### config.mk
export PLATFORM = sky130hd
export DESIGN_NAME = fetch_unit
export DESIGN_NICKNAME = d
export VERILOG_FILES = /design/src/rtl/fetch_unit.sv
export SDC_FILE = /design/constraint.sdc
export NUM_CORES = 1
export LEC_CHECK = 0
export ABC_CLOCK_PERIOD_IN_PS = 5700
export BUFFER_PORTS_ARGS = -buffer_cell sky130_fd_sc_hd__buf_2
export CORE_MARGIN = 8
export CORE_UTILIZATION = 30
export CTS_CLUSTER_SIZE = 40
export DETAILED_ROUTE_END_ITERATION = 16
export GPL_TIMING_DRIVEN = 0
export PLACE_DENSITY_LB_ADDON = 0.1
export SYNTH_ARGS = -nofsm -noshare
export SYNTH_HDL_FRONTEND = slang
export SYNTH_SLANG_ARGS = --single-unit
### constraint.sdc
create_clock -name clk -period 5.7 [get_ports clk]
set_clock_uncertainty 0.1 [all_clocks]
set_input_delay 0.285 -clock clk [delete_from_list [all_inputs] [get_ports clk]]
set_output_delay 0.285 -clock clk [all_outputs]
set_load 0.01 [all_outputs]
### src/rtl/fetch_unit.sv
// Program-counter and instruction-fetch stage feeding the ctl decoder.
// Fetches one instruction at a time over a req/ack handshake and forms the next PC from pcsel.
module fetch_unit #(
    parameter logic [31:0] RESET_VEC = 32'h8000_0000,
    parameter logic [31:0] ILLOP_VEC = 32'h8000_0004,
    parameter logic [31:0] XADR_VEC  = 32'h8000_0008,
    parameter int          IRQ_SYNC  = 2
) (
    input  logic        clk,
    input  logic        reset_n,
    input  logic [2:0]  pcsel,
    input  logic [31:0] jt,
    input  logic        stall,
    input  logic        irq,
    output logic        imem_req,
    output logic [31:0] imem_addr,
    input  logic        imem_ack,
    input  logic [31:0] imem_rdata,
    output logic [31:0] instr,
    output logic        instr_valid,
    output logic [5:0]  op,
    output logic        irq_take,
    output logic [31:0] pc,
    output logic [31:0] pc_plus4
);

    typedef enum logic [1:0] {
        IDLE  = 2'd0,
        FETCH = 2'd1,
        EXEC  = 2'd2
    } state_t;

    state_t              state_q;
    logic [31:0]         pc_q;
    logic [31:0]         instr_q;
    logic                instr_valid_q;
    logic                imem_req_q;
    logic                irq_take_q;
    logic [IRQ_SYNC-1:0] irq_sync_q;
    logic [31:0]         next_pc_d;
    logic [30:0]         br_off;
    logic                irq_sync;
    logic                unused_jt;

    assign irq_sync  = irq_sync_q[IRQ_SYNC-1];
    assign unused_jt = ^jt[1:0];

    // Low 31 bits wrap on their own; bit 31 (supervisor) is never touched by arithmetic.
    assign pc_plus4 = {pc_q[31], pc_q[30:0] + 31'd4};
    assign br_off   = {{13{instr_q[15]}}, instr_q[15:0], 2'b00};

    always_comb begin
        // NOTE: default assignment first so no path leaves next_pc_d unassigned (no latch).
        next_pc_d = ILLOP_VEC;
        case (pcsel)
            3'd0:    next_pc_d = pc_plus4;
            3'd1:    next_pc_d = {pc_q[31], pc_plus4[30:0] + br_off};
            3'd2:    next_pc_d = {pc_q[31] & jt[31], jt[30:2], 2'b00};
            3'd4:    next_pc_d = XADR_VEC;
            default: next_pc_d = ILLOP_VEC;
        endcase
    end

    always_ff @(posedge clk or negedge reset_n) begin
        if (!reset_n) begin
            irq_sync_q <= '0;
        end else begin
            irq_sync_q <= {irq_sync_q[IRQ_SYNC-2:0], irq};
        end
    end

    // NOTE: sequential state uses non-blocking assignments so every flop samples pre-edge values.
    always_ff @(posedge clk or negedge reset_n) begin
        if (!reset_n) begin
            state_q       <= IDLE;
            pc_q          <= RESET_VEC;
            instr_q       <= '0;
            instr_valid_q <= 1'b0;
            imem_req_q    <= 1'b0;
            irq_take_q    <= 1'b0;
        end else begin
            case (state_q)
                IDLE: begin
                    state_q    <= FETCH;
                    imem_req_q <= 1'b1;
                end
                FETCH: begin
                    if (imem_ack) begin
                        instr_q       <= imem_rdata;
                        irq_take_q    <= irq_sync & ~pc_q[31];
                        instr_valid_q <= 1'b1;
                        imem_req_q    <= 1'b0;
                        state_q       <= EXEC;
                    end
                end
                EXEC: begin
                    if (!stall) begin
                        pc_q          <= next_pc_d;
                        irq_take_q    <= 1'b0;
                        instr_valid_q <= 1'b0;
                        imem_req_q    <= 1'b1;
                        state_q       <= FETCH;
                    end
                end
                default: begin
                    state_q       <= IDLE;
                    instr_valid_q <= 1'b0;
                    imem_req_q    <= 1'b0;
                    irq_take_q    <= 1'b0;
                end
            endcase
        end
    end

    assign imem_req    = imem_req_q;
    assign imem_addr   = {pc_q[31:2], 2'b00};
    assign instr       = instr_q;
    assign instr_valid = instr_valid_q;
    assign op          = instr_q[31:26];
    assign irq_take    = irq_take_q;
    assign pc          = pc_q;

endmodule

==> summary.md, run 1 <==
| Metric | Value |
|---|---|
| Max-slew violation count | 0 |
| Total wire length | 20100 um |
| EDFF count, synth | 0 |
| I/O Buffers | 197 |
| Chip width | ~150 um |
| Fin Hold WS | 0.0688 ns |
| DIE AREA | 0.0225 mm2 |
| Startpoint Class | flip-flop |
| Vias in the first global route | 5502 |
| Setup Buffers After CTS | 0 |
| Reg clk slew, reported paths | approximately 0.06 ns |
| Endpoints failing hold | 0 |
| Max VDD drop | 243 uV |
| Fraction of layout cells with a size suffix above 1 | 0.378 |
| Initial Util | 0.303 |
| Drc violations | 0 |
| CP arrival | 4.81 ns |
| NetSw | 1880 uW |
| Met1 Use GR | 0.213 |
| Yosys top cell area share | 0.311 |
| Total CTS buffers | 9 |
| Sw Share | 0.464 |
| Netlist Area Pre-Place | 0.00538 mm2 |
| Die Ht | around 150 um |
| Worst-case clock buffer depth | 2 |
| Reg power frac | 0.244 |
| Post-DP HPWL | 16100 um |
| GPL Wtd Cong | 0.910 |
| I/O Pins | ~210 |
| Endpoint class of the critical path | flip-flop |
| Diodes inserted | 0 |
| Overall Power | 4060 uW |
| Hold WC Path Type | input port to flip-flop |
| Fmax | 213 MHz |
| Commonest non-fill, non-tap cell in the layout | buf_2 |
| Sequential element share of the synthesized area | 0.316 |
| Seq cells post-synth | 68 |
| Final setup TNS | 0 ns |
| Starting DRT DRC Count | about 220 |
| Pint | roughly 2200 uW |
| Util after Layout | 0.396 |
| Site Rows | 49 |
| Clk network pwr share | 0.145 |
| DRT Pass-1 Iters | 5 |
| Synth area leader | dfrtp_1 |
| Kind of critical path | flip-flop to flip-flop |
| Grt ovf | 0 |
| Post-CTS sizing | 0 |
| Status | finished clean |
| Sinks on Clock Net | around 70 |
| Post-layout min period | 4.69 ns |
| Tcrit/Tclk final | 0.823 |
| Met3 Use GR | 0.0547 |
| Initial antenna violation count | 1 |
| First-pass GRT wire length | 30600 um |
| Max-cap viol count | 0 |
| Hold-fix buffers, CTS | 2 |
| Grt peak-use layer | met2 |
| Max_slew headroom | 0.158 |
| Measured slew at the worst slew-check pin | between 1 and 1.5 ns |
| Most frequent cells in the layout | 197 x buf_2, 67 x dfrtp_1, 44 x nand2_1, 44 x buf_4, 43 x o21ai_0 |
| Place WS | 1.05 ns |
| Main area contributors after synthesis | dfrtp_1 31%, ha_1 8.1%, mux2_2 6.7% |
| CP Max Fanout | 6 |
| Final WS setup | 1.01 ns |
| Ys flop type | dfrtp_1 |
| Drt wl/cell | 19.4 um |
| Distinct cells, synth | 66 |
| Combinational power share | 0.611 |
| Routing usage on met2 | 0.285 |
| Async set-reset flop share out of synthesis | 1.00 |
| Area growth, synth to finish | 30.7% |
| Vias | around 5300 |
| H-tree depth | 3 |
| Syn Area/Cell | 9.19 um2 |
| Number of routed nets with antenna violations | 0 |
| Yosys Warn Count | 0 |
| All-Layer GR Usage | 0.177 |
| Power Dens Cells | a little under 600 mW/mm2 |
| Root buf cell | clkbuf_16 |
| Clk_lat worst skew | 0.34 ns |
| P_leak | 0.00351 uW |
| # setup viols final | 0 |
| CTS tree | done |
| Area of the core | 0.0178 mm2 |
| Gate Count Post-Synth | 586 |
| RSZ-0062 raised after global routing | false |
| Layout net count | 910 |
| Largest net degree at the start of global routing | 49 |
| Critical Path RT | 5.82 ns |
| Vias per Instance | 5.14 |
[critical path, stage by stage, from the launching register on]
cell and delay, ns:
dfrtp_1 0.46, and3_1 0.19, nand3_1 0.24, nor4_1 0.96
nand3_1 0.19, xnor2_1 0.40, ha_1 0.37, a21oi_1 0.15
o21ai_0 0.15, a31oi_1 0.29, o31ai_4 0.16, a211oi_1 0.37
o21ai_0 0.20, a211oi_1 0.24, nand3b_1 0.10
[registers in the layout, summed over array words and instances, names as in the netlist]
name / flops
instr: 32
pc: 30
state_q: 1
irq_take: 1
instr_valid: 1
imem_req: 1
irq_sync_q: 2
[logic make-up after synthesis]
group           Yosys count  share of synthesized area
xor+xnor                 46                     0.0762
fa+ha+maj                36                     0.0851
other cells               1                   0.000697
buf+inv                  73                     0.0813
compound gates          169                      0.211
simple gates            156                      0.154
flops                    68                      0.316
mux                      37                     0.0762
[area by class of cell]
type	instances	area, um2
well taps	229	287
inverters	8	30.0
fillers	1860	10700
multi-input cells	450	3270
plain buffers	65	408
clock inverters	4	47.5
clock buffers	12	256
flip-flops and latches	68	1700
repair buffers	200	1040
[routing by layer]
metal / wire, um / vias to the layer above / part of all wire
met3: 1610 / 39 / 0.080
met4: 546 / 2 / 0.027
li1: - / 2554 / -
met1: 8530 / 2548 / 0.43
met5: 13 / - / 0.00065
met2: 9370 / 187 / 0.47
[through the flow]
step / instance area [um2] / instances
after floorplan: 5400 / 591
after global placement: 6680 / 1017
after detailed placement: 6710 / 1018
after CTS: 7030 / 1036
after global routing: 7030 / 1036
final: 7030 / 1036
[power by group through the flow]
stage          Combinational, uW  Sequential, uW  Clock, uW
3_3_place_gp                2450             993          0
4_1_cts                     2510            1000        601
6_report                    2480             992        587
2_1_floorplan               1560            1030          0
5_1_grt                     2730            1040        616
3_5_place_dp                2490            1010          0
[Yosys cell counts (all sizes together) (2+ instances only)]
cell	n
nand2	45
o22ai	6
o221ai	7
a22o	6
mux2	32
xnor2	27
and2	4
o21ai	44
a311oi	2
mux2i	5
dfrtp	67
a2111oi	3
o211ai	4
nor4	4
clkbuf	18
inv	8
a21oi	35
nand3	21
a211oi	7
a222oi	6
xor2	19
a21o	11
nand3b	3
o31ai	4
and4	5
a22oi	12
a31o	2
ha	35
buf	47
nor2	30
o21bai	2
nor3b	3
nor3	8
a21boi	2
a31oi	4
o21a	4
and3	5
nand2b	10
nor2b	7
nand4	7
a221oi	2
[worst paths after layout]
path                                    startpoint                       to  slack (ns)  depth (start not counted)
min                                 imem_rdata[14]    instr[14]$_DFFE_PN0P_        0.07                          2
min reg2reg                irq_sync_q[0]$_DFF_PN0_  irq_sync_q[1]$_DFF_PN0_        0.25                          0
min in group asynchronous                  reset_n     instr[0]$_DFFE_PN0P_        0.28                          2
max                              pc[6]$_DFFE_PN0P_       pc[30]$_DFFE_PN0P_        1.01                         14
max in group asynchronous                  reset_n       pc[31]$_DFFE_PN1P_        4.61                          3
max reg2reg                      pc[6]$_DFFE_PN0P_       pc[30]$_DFFE_PN0P_        1.01                         14
(Power assumes the default switching activity.)
==> run 2: changes to the inputs <==
ABC_CLOCK_PERIOD_IN_PS = 4300   (was 5700)
clock period = 4.3 ns   (was 5.7 ns; I/O delays follow)
==> run 2 against run 1 <==
  * Non-clock buffer count is 29 higher
  * Sequential power up 34%
  * Flip-flop and latch count stayed put
  * Cell count rose by 2.8%
  * Utilization up 2.1 points
  * Sequential share of layout area decreased by 1.2 points
  * Via count increased by 2.1%
  * Worst hold slack worse by 0.059 ns
  * Clock power increased by 33%
  * Critical path depth shrank 1
  * Maximum frequency rose by 16%
  * Global-route usage increased by 0.24 points
==> summary.md, run 2 (synthesis gave the netlist of run 1 again) <==
| Metric | Value |
|---|---|
| Status | finished clean |
| CP cell instances | and3_1 > nand3_2 > nor2_1 > xor2_1 > ha_1 > a2111oi_0 > a22o_1 > o31a_4 > o31ai_4 > a211oi_1 > o21ai_0 > a211oi_1 > nand3b_1 |
| RSZ-0062 raised after global routing | false |
| Worst-case clock buffer depth | 2 |
| Place WS | -0.349 ns |
| Hold WC Path Type | input port to flip-flop |
| Most frequent cells in the layout | 197 x buf_2, 67 x dfrtp_1, 48 x buf_4 |
| Commonest non-fill, non-tap cell in the layout | buf_2 |
| Most used cell, CP | a211oi_1 |
| Critical Path RT | 4.42 ns |
| Critical-path top delay cell | dfrtp_1 |
| Placed cell count | 1018 |
| Measured slew at the worst slew-check pin | 1.32 ns |
| Critical path buffer and inverter count | 0 |
| CP Max Fanout | 6 |
| All-Layer GR Usage | 0.179 |
| Multi-input gate area | 0.00336 mm2 |
| Root buf cell | clkbuf_16 |
| Reg clk slew, reported paths | about 0.06 ns |
| Starting DRT DRC Count | 286 |
| Initial antenna violation count | 1 |
| H-tree depth | 3 |
| Largest net degree at the start of global routing | just under 50 |
| Chip width | 150 um |
| Final instance area | 0.00740 mm2 |
| Area post-placement | 0.00671 mm2 |
| Max-cap viol count | 0 |
| CP arrival | approximately 4.2 ns |
| P_leak | between 0.003 and 0.004 uW |
| Clk_lat worst skew | 0.34 ns |
| Kind of critical path | flip-flop to flip-flop |
| Fmax | 246 MHz |
| CP top delay family | compound AO/OA/AOI/OAI gates |
| GPL Wtd Cong | 0.910 |
| Post-layout min period | 4.06 ns |
| Endpoints failing hold | 0 |
| # setup viols final | 0 |
| I/O Buffers | 197 |
| Vias per Instance | 5.11 |
| Total wire length | 20400 um |
| Grt ovf | 0 |
| Startpoint Class | flip-flop |
| Max incr delay on CP | 0.47 ns |
| Max VDD drop | 318 uV |
| Overall Power | roughly 5500 uW |
| Initial Util | 0.303 |
| Total CTS buffers | 9 |
| Power Dens Cells | 737 mW/mm2 |
| Drt wl/cell | 19.1 um |
| DIE AREA | 0.0225 mm2 |
| Vias | 5443 |
| Fillers | 1814 |
| Endpoint class of the critical path | flip-flop |
| Max_slew headroom | 0.121 |
| Die Ht | 150 um |
| Site Rows | 49 |
| CTS tree | done |
| I/O Pins | 209 |
| Layout net count | 939 |
| Register area | 0.00170 mm2 |
| Vias in the first global route | 5622 |
| Area growth, synth to finish | 37.5% |
| Area of the core | about 0.018 mm2 |
| Util after Layout | 0.416 |
| Non-Filler Instances | around 1100 |
| Tcrit/Tclk final | 0.944 |
| Sinks on Clock Net | around 70 |
| Number of routed nets with antenna violations | 0 |
| Largest register FFs | 32 |
| Fraction of layout cells with a size suffix above 1 | 0.386 |
| Max-slew violation count | 0 |
| Final WS setup | 0.243 ns |
| Post-DP HPWL | between 15000 and 20000 um |
| DRT Pass-1 Iters | 5 |
| Drc violations | 0 |
| First-pass GRT wire length | 31200 um |
| Diodes inserted | 0 |
-- run 2: cell count changes in the layout (fill, tap and decap cells not counted), moves of 2 or more --
| cell | change |
|---|---|
| a21oi_1 | -2 |
| a21oi_2 | +2 |
| buf_4 | +4 |
| dlygate4sd3_1 | +25 |
| nor4_1 | -2 |
| xnor2_1 | -6 |
| xnor2_2 | +6 |
-- run 2: timing repair --
action                                  CTS  global route
hold buffers                             27             0
pin swaps                                 0             2
endpoints found under the setup margin    7             7
hold endpoints to repair                 46             0
gates resized for setup                   3            14
buffers inserted                          1             3
-- run 2: final cells by class --
cell class | instances | area share
clock inverters | 4 | 0.00642
multi-input cells | 450 | 0.453
repair buffers | 229 | 0.178
plain buffers | 65 | 0.0551
inverters | 8 | 0.00406
flip-flops and latches | 68 | 0.230
well taps | 229 | 0.0387
clock buffers | 12 | 0.0346
-- run 2: metrics by stage --
step                      setup TNS, ns  hold slack [ns]
after floorplan                       0           -0.181
after global placement            -1.34            0.226
after detailed placement          -1.21           0.0359
after CTS                             0         0.000745
after global routing                  0          0.00328
final                                 0          0.00948
-- run 2: final timing paths --
path,depth (start not counted),start,to,slack (ns)
min,3,jt[22],pc[22]$_DFFE_PN0P_,0.009
min in group asynchronous,2,reset_n,instr[0]$_DFFE_PN0P_,0.21
max in group asynchronous,3,reset_n,pc[31]$_DFFE_PN1P_,3.27
max,13,pc[6]$_DFFE_PN0P_,pc[30]$_DFFE_PN0P_,0.24
max reg2reg,13,pc[6]$_DFFE_PN0P_,pc[30]$_DFFE_PN0P_,0.24
min reg2reg,0,irq_sync_q[0]$_DFF_PN0_,irq_sync_q[1]$_DFF_PN0_,0.25
-- run 2: report_power, final --
| part | internal (uW) | total (uW) | switching, uW |
|---|---|---|---|
| Sequential | 924 | 1330 | 404 |
| Clock | 479 | 779 | 300 |
| Combinational | 1530 | 3350 | 1820 |
-- run 2: per-layer routing --
layer  track usage  vias up  share of wire
met1         0.216     2604           0.42
met3        0.0523       37          0.079
met4        0.0735        2          0.025
li1              -     2611              -
met2         0.293      189           0.47
met5             0        -        0.00054
-- run 2: worst min-delay path, delay by kind of cell --
| kind | cells | cell delay (ns) |
|---|---|---|
| AO/OA/AOI/OAI | 2 | 0.12 |
| buffers and inverters | 1 | 0.08 |
==> run 3: changes to the inputs <==
==> constraint.sdc (replaced) <==
create_clock -name clk -period 4.3 [get_ports clk]
set_clock_uncertainty 0.1 [all_clocks]
set_input_delay 0.86 -clock clk [delete_from_list [all_inputs] [get_ports clk]]
set_output_delay 0.86 -clock clk [all_outputs]
set_load 0.01 [all_outputs]
==> run 3 against run 2 <==
  * Cell count is 2.5% lower
  * Non-clock buffer count is 27 lower
  * Design area is 3.6% lower
  * Worst hold slack better by 0.24 ns
  * Utilization is 1.5 points lower
  * Largest power group unchanged
==> summary.md, run 3 (synthesis gave the netlist of run 1 again) <==
| Metric | Value |
|---|---|
| Max_slew headroom | 0.0956 |
| Vias | 5338 |
| Root buf cell | clkbuf_16 |
| Endpoint class of the critical path | flip-flop |
| Worst Hold Depth | 0 |
| Commonest non-fill, non-tap cell in the layout | buf_2 |
| Reg2reg setup slack | 0.26 ns |
| P_leak | between 0.003 and 0.004 uW |
| Number of routed nets with antenna violations | 0 |
| Vias in the first global route | 5505 |
| CP arrival | 4.16 ns |
| Hold Path End | irq_sync_q[1]$_DFF_PN0_ |
| Site Rows | 49 |
| # setup viols final | 0 |
| CP Launch Point | pc[6]$_DFFE_PN0P_ |
| Critical Path RT | about 4.4 ns |
| CP Max Fanout | 6 |
| Hold-fix buffers, CTS | 0 |
| CTS tree | done |
| Drc violations | 0 |
| Hold WC Path Type | flip-flop to flip-flop |
| GPL Wtd Cong | 0.910 |
| DRT Pass-1 Iters | 5 |
| Fillers | 1842 |
| Power Dens Cells | 761 mW/mm2 |
| Sinks on Clock Net | 68 |
| Post-DP HPWL | ~16000 um |
| Largest register FFs | 32 |
| Register area | 0.00170 mm2 |
| Final WS setup | 0.258 ns |
| Max-slew violation count | 0 |
| Clk_lat worst skew | 0.34 ns |
| Startpoint Class | flip-flop |
| Total CTS buffers | 9 |
| I/O Buffers | a little under 200 |
| Starting DRT DRC Count | 268 |
| Area post-placement | 0.00671 mm2 |
| Min-Delay Startpoint | irq_sync_q[0]$_DFF_PN0_ |
| Chip width | 150 um |
| Area of the core | 0.0178 mm2 |
| Initial Util | 0.303 |
| Reg clk slew, reported paths | 0.06 ns |
| Drt wl/cell | 19.4 um |
| Place WS | -0.349 ns |
| Fin Hold WS | ~0.25 ns |
| I/O Pins | 209 |
| Max-cap viol count | 0 |
| Layout net count | 912 |
| Endpoints failing hold | 0 |
| Post-layout min period | 4.04 ns |
| Largest net degree at the start of global routing | 49 |
| RSZ-0062 raised after global routing | false |
| H-tree depth | 3 |
| Vias per Instance | 5.14 |
| FF-to-FF Start | pc[6]$_DFFE_PN0P_ |
| Grt ovf | 0 |
| Final setup TNS | 0 ns |
| Diodes inserted | 0 |
| Final instance area | roughly 0.007 mm2 |
| Fraction of layout cells with a size suffix above 1 | 0.399 |
| Fmax | 247 MHz |
| Multi-input gate area | 0.00336 mm2 |
| Worst-case clock buffer depth | 2 |
| Die Ht | 150 um |
| Measured slew at the worst slew-check pin | 1.35 ns |
| First-pass GRT wire length | approximately 31000 um |
| DIE AREA | 0.0225 mm2 |
| Status | finished clean |
| Initial antenna violation count | 1 |
| Total wire length | 20200 um |
| FF-to-FF End | pc[30]$_DFFE_PN0P_ |
| Most frequent cells in the layout | 197 x buf_2, 67 x dfrtp_1, 48 x buf_4 |
| All-Layer GR Usage | 0.177 |
| Kind of critical path | flip-flop to flip-flop |
| Cells on worst reg2reg path | 13 |
| Tcrit/Tclk final | 0.940 |
| Area growth, synth to finish | 32.5% |
| Max VDD drop | 320 uV |
| Util after Layout | 0.401 |
==> run 3: cell count changes in the layout (fill, tap and decap cells not counted) <==
| cell | delta |
|---|---|
| dlygate4sd3_1 | -27 |
==> run 3: worst max-delay path by stage <==
stage / slack (ns) / to / depth (start not counted)
2_1_floorplan: 0.52 / pc[27]$_DFFE_PN0P_ / 16
3_3_place_gp: -0.34 / pc[30]$_DFFE_PN0P_ / 14
3_5_place_dp: -0.35 / pc[30]$_DFFE_PN0P_ / 14
4_1_cts: 0.02 / pc[29]$_DFFE_PN0P_ / 14
5_1_grt: 0.04 / pc[25]$_DFFE_PN0P_ / 16
6_report: 0.26 / pc[30]$_DFFE_PN0P_ / 13
==> run 3: layer usage <==
layer	wire [um]	GRT usage	vias up
met5	8	0	-
li1	-	-	2557
met4	468	0.0720	2
met2	9490	0.289	188
met1	8630	0.215	2555
met3	1580	0.0514	36
==> run 3: critical path, stage by stage, from the launching register on <==
cell,delay [ns]
dfrtp_1,0.46
and3_1,0.20
nand3_2,0.20
nor2_1,0.19
xor2_1,0.44
ha_1,0.40
a2111oi_0,0.40
a22o_1,0.31
o31a_4,0.19
o31ai_4,0.11
a211oi_1,0.36
o21ai_0,0.20
a211oi_1,0.24
nand3b_1,0.10
==> run 3: stage by stage <==
step	std cells	total power (uW)
floorplan	591	3430
global placement	1017	4570
detailed placement	1018	4630
CTS	1035	5450
global route	1038	5860
finish	1038	5430
==> run 3: layout make-up <==
| type | instances | share of cell area |
|---|---|---|
| multi-input cells | 450 | 0.471 |
| flip-flops and latches | 68 | 0.239 |
| repair buffers | 202 | 0.147 |
| plain buffers | 65 | 0.0572 |
| well taps | 229 | 0.0402 |
| clock buffers | 12 | 0.0360 |
| clock inverters | 4 | 0.00666 |
| inverters | 8 | 0.00421 |
==> run 3: timing repair <==
item,CTS,global route
gates cloned,0,0
gates resized for setup,3,14
endpoints found under the setup margin,8,7
setup buffers,1,3
pin swaps,0,2
==> run 3: where the power goes <==
part | switching [uW] | internal (uW) | total, uW
registers | 401 | 924 | 1320
logic | 1820 | 1510 | 3330
clock network | 298 | 479 | 777
